$ cat config.mk
export PLATFORM = sky130hd
export DESIGN_NAME = counter_down_sync
export DESIGN_NICKNAME = d
export VERILOG_FILES = /design/src/rtl/counter_down_sync_pkg.sv /design/src/rtl/counter_down_stage.sv /design/src/rtl/counter_down_sync.sv
export SDC_FILE = /design/constraint.sdc
export NUM_CORES = 1
export LEC_CHECK = 0
export BUFFER_PORTS_ARGS = -buffer_cell sky130_fd_sc_hd__buf_4
export CAP_MARGIN = 15
export CORE_AREA = 2 2 39 41
export CTS_BUF_LIST = sky130_fd_sc_hd__clkbuf_4 sky130_fd_sc_hd__clkbuf_8 sky130_fd_sc_hd__clkbuf_16
export DETAILED_ROUTE_END_ITERATION = 7
export DIE_AREA = 0 0 41 43
export PLACE_DENSITY_LB_ADDON = 0.2
export SLEW_MARGIN = 15
export SYNTH_ARGS = -nofsm -noshare
export SYNTH_HDL_FRONTEND = slang
export SYNTH_SLANG_ARGS = --single-unit
$ cat constraint.sdc
create_clock -name clock -period 1.1 [get_ports clock]
set_input_delay 0.22 -clock clock [delete_from_list [all_inputs] [get_ports clock]]
set_output_delay 0.22 -clock clock [all_outputs]
set_load 0.005 [all_outputs]
$ cat src/rtl/counter_down_sync_pkg.sv
// Shared constants and control encoding for the synchronous down counter.
// The RTL and the bench both use these names for the load > enable > hold priority.
package counter_down_sync_pkg;

  localparam int unsigned COUNT_WIDTH_DEFAULT = 4;

  typedef enum logic [1:0] {
    CTRL_HOLD = 2'd0,
    CTRL_DEC  = 2'd1,
    CTRL_LOAD = 2'd2
  } ctrl_e;

  // All-ones value for a counter of the given width (2..16 bits).
  function automatic logic [15:0] all_ones(input int unsigned width);
    return 16'((32'd1 << width) - 32'd1);
  endfunction

  function automatic ctrl_e ctrl_decode(input logic load, input logic enable);
    if (load)        return CTRL_LOAD;
    else if (enable) return CTRL_DEC;
    else             return CTRL_HOLD;
  endfunction

endpackage

$ cat src/rtl/counter_down_stage.sv
// One bit slice of the down counter: T flop with async clear and a load mux in front.
// toggle_out propagates the borrow chain: the next bit toggles only while this bit is zero.
module counter_down_stage (
  input  logic clock,
  input  logic clear,
  input  logic toggle_in,
  input  logic load,
  input  logic load_bit,
  output logic q,
  output logic toggle_out
);

  always_ff @(posedge clock or posedge clear) begin
    if (clear) begin
      q <= 1'b0;
    end else if (load) begin
      q <= load_bit;
    end else if (toggle_in) begin
      q <= ~q;
    end
  end

  assign toggle_out = toggle_in & ~q;

endmodule

$ cat src/rtl/counter_down_sync.sv
// Loadable synchronous binary down counter with zero decode and registered borrow pulse.
// WIDTH stages share one clock; the toggle chain replaces a ripple-clocked structure.
module counter_down_sync
  import counter_down_sync_pkg::*;
#(
  parameter int unsigned WIDTH = COUNT_WIDTH_DEFAULT
) (
  input  logic             clock,
  input  logic             clear,
  input  logic             enable,
  input  logic             load,
  input  logic [WIDTH-1:0] load_value,
  output logic [WIDTH-1:0] state,
  output logic             zero,
  output logic             borrow
);

  logic [WIDTH:0] toggle;
  ctrl_e          ctrl;
  logic           borrow_next;

  assign toggle[0] = enable;

  for (genvar i = 0; i < WIDTH; i++) begin : g_stage
    counter_down_stage u_stage (
      .clock      (clock),
      .clear      (clear),
      .toggle_in  (toggle[i]),
      .load       (load),
      .load_bit   (load_value[i]),
      .q          (state[i]),
      .toggle_out (toggle[i+1])
    );
  end

  always_comb begin
    ctrl = ctrl_decode(load, enable);
  end

  // The chain carries out of the top bit only when enabled with every bit zero: the wrap edge.
  always_comb begin
    borrow_next = 1'b0;
    if (ctrl == CTRL_DEC) begin
      borrow_next = toggle[WIDTH];
    end
  end

  assign zero = (state == '0);

  always_ff @(posedge clock or posedge clear) begin
    if (clear) begin
      borrow <= 1'b0;
    end else begin
      borrow <= borrow_next;
    end
  end

endmodule

==> results by group <==
Status
  – Status: complete, but fails checks
  – Violated checks: setup timing

GRT
  – First-pass GRT wire length: 993 um
  – Vias in the first global route: 245
  – Largest net degree at the start of global routing: 10
  – Remaining Overflow, GRT: 0
  – GR Util met2: 11.9%
  – Total track usage: 9.49%
  – Met3 usage: 8.38%
  – Grt met1 use: 10.2%
  – Busiest grt layer: met2
  – Initial antenna violation count: 0

Clock tree
  – Worst skew pair latency: around 0.24 ns
  – Clk Tree Root Cell: clkbuf_4
  – CTS Buf Count: 3
  – Clock-pin slew on the worst setup and hold paths: 0.05 ns
  – TritonCTS clock tree: built
  – Clock sink count: 5
  – Clk buf depth: 2
  – Clock H-tree levels: 1

Die
  – Initial Utilization: 20.9%
  – DIE AREA: 1760 um2
  – Die Height: between 40 and 50 um
  – Die Width: 41 um
  – CORE AREA: 1380 um2
  – Io pins: 14
  – Rows: 14

Timing
  – Top achievable clock speed: 781 MHz
  – Hold Slack: 0.189 ns
  – Setup WS post-layout: -0.180 ns
  – Slew at the pin closest to its max-slew limit: 0.252 ns
  – Rel. slew slack: 83.2%
  – Slew Limit Fails: 0
  – Final cycle utilization of the critical path: 116%
  – RSZ-0062 raised after global routing: true
  – Minimum clock period: 1.28 ns
  – Setup TNS Final: -0.591 ns
  – Finish-stage setup viols: 7
  – Clock skew: 0.00290 ns
  – Final hold violation count: 0

Cells and area
  – Share of layout cells above drive strength 1: 70.0%
  – Design Area, Final: 547 um2
  – Fin cells: between 60 and 70
  – Fin util: 39.5%
  – Layout Area Growth over Synthesis: 89.2%
  – Nets@finish: roughly 60
  – Antenna cell count: 0
  – Fillcell total: ~140

Synthesis
  – Synth Cell Area: 289 um2
  – Average size of a mapped cell: 10.7 um2
  – Synth Area in Simple Gates: 23.8%
  – Most frequent cell after synthesis: dfrtp_1
  – Post-synth EDFFs: 0
  – Synth warn: 0
  – Largest family of logic cells by synthesized area: simple AND/OR/NAND/NOR gates
  – Mux share of post-synthesis cell area: 0%
  – Unique masters post-synth: 13
  – Post-Synth XOR/XNOR Area: a little under a tenth
  – Compound-Gate Fraction of Synth Area: 8.23%
  – Yosys top cell area share: 43.3%
  – Yosys top cell by area: dfrtp_1
  – Top post-synthesis cells by count: 5 x dfrtp_1, 4 x buf_4, 3 x nand2_1, 3 x o21ai_0, 3 x xnor2_1
  – Synthesized Nets: 35
  – Dominant synthesized flop cell: dfrtp_1
  – Async set-reset flop share out of synthesis: 100%
  – Cell count after synthesis: 27
  – Synth Area in Adders: 0%
  – Sequential fraction of the synthesis area: 43.3%
  – Ranking of synthesized cells by area: dfrtp_1 43%, buf_4 10%, xnor2_1 9.1%
  – Flops & latches, synth: 5

Detailed routing
  – DRT Pass-1 Iters: 3
  – 1st-iter DRT viols: 3
  – Number of vias per cell: between 4 and 5
  – Antenna Violating Nets Remaining: 0
  – Total routed wirelength: 747 um
  – DRC: 0
  – Via count: 268
  – Wire length per cell: 11.3 um

Placement
  – Final Wtd Congestion: around 0.66
  – Dpl ws: -0.0459 ns
  – Placed Instances: 56
  – Buffers on Ports: 13
  – Placed cell area: a little over 400 um2

Worst setup path
  – Crit path max fanout: 4
  – CP Launch Type: flop
  – Required time worst endpoint: approximately 0.9 ns
  – Crit Path Class: reg -> out
  – Crit path DAT: 1.06 ns
  – Type of destination of the critical path: output pin

Min path
  – Hold Crit Class: in -> reg

Run
  – Maxcap violations: 0

Power and ir drop
  – VDD IR-drop max: 0.509 mV
  – Pwr Density: 1370 nW/um2
  – Total power: 0.751 mW
  – Leakage: 0.257 nW
==> critical path: stages, from the launching register on <==
cell,delay (ns)
dfrtp_2,0.43
nor4_2,0.24
buf_4,0.14
==> metal layers <==
metal | vias to the layer above | part of all wire, %
li1 | 134 | -
met1 | 123 | 40
met2 | 11 | 51
met3 | 0 | 8.6
met4 | 0 | 0
met5 | - | 0
==> area by class of cell <==
cell class	count	area (um2)	share of cell area, %
tap	16	20.0	3.66
sequential	5	128	23.3
multi-input combinational	16	149	27.2
inverter	1	3.75	0.686
timing repair buffer	24	216	39.6
clock buffer	4	30.0	5.49
==> cell families after synthesis <==
kind of cell           count (synthesis)
XOR/XNOR                               3
AO/OA/AOI/OAI                          4
buffers and inverters                  6
AND/OR/NAND/NOR                        9
flip-flops                             5
==> cells in the final DEF, fill, tap and decap left out <==
master	n
nor4_2	1
dfrtp_1	3
buf_6	9
dfrtp_2	2
nand2_1	3
dlygate4sd3_1	1
nor4b_2	1
xnor2_4	1
clkbuf_4	4
a211o_1	1
o21ai_1	3
nor3b_2	2
nor3b_1	1
xnor2_1	2
and2b_2	1
inv_1	1
buf_4	14
==> repair_timing <==
item | in CTS | in global routing
pin swaps | 0 | 3
endpoints found under the hold margin | 5 | 0
setup endpoints to repair | 6 | 8
hold buffers | 1 | 0
resized for setup | 6 | 12
buffers inserted | 2 | 3
==> state kept, by name, indices dropped and copies added, names as in the netlist <==
name and cells:
g_stage.u_stage.q 4, borrow 1
==> final timing paths <==
kind | startpoint | endpoint | slack, ns | depth (start not counted)
setup / recovery | g_stage[0].u_stage.q | zero | -0.18 | 2
hold / removal | load_value[3] | g_stage[3].u_stage.q | 0.19 | 2
setup reg to reg | g_stage[1].u_stage.q | g_stage[3].u_stage.q | -0.14 | 4
hold reg to reg | g_stage[3].u_stage.q | borrow | 0.57 | 2
max in group asynchronous | clear | g_stage[0].u_stage.q | 0.46 | 3
min in group asynchronous | clear | borrow | 0.44 | 3
==> power by group <==
group          internal [mW]  switching [mW]
Sequential             0.207          0.0201
Clock                  0.162          0.0801
Combinational          0.187          0.0942
Power figures use the tool's default switching activity.
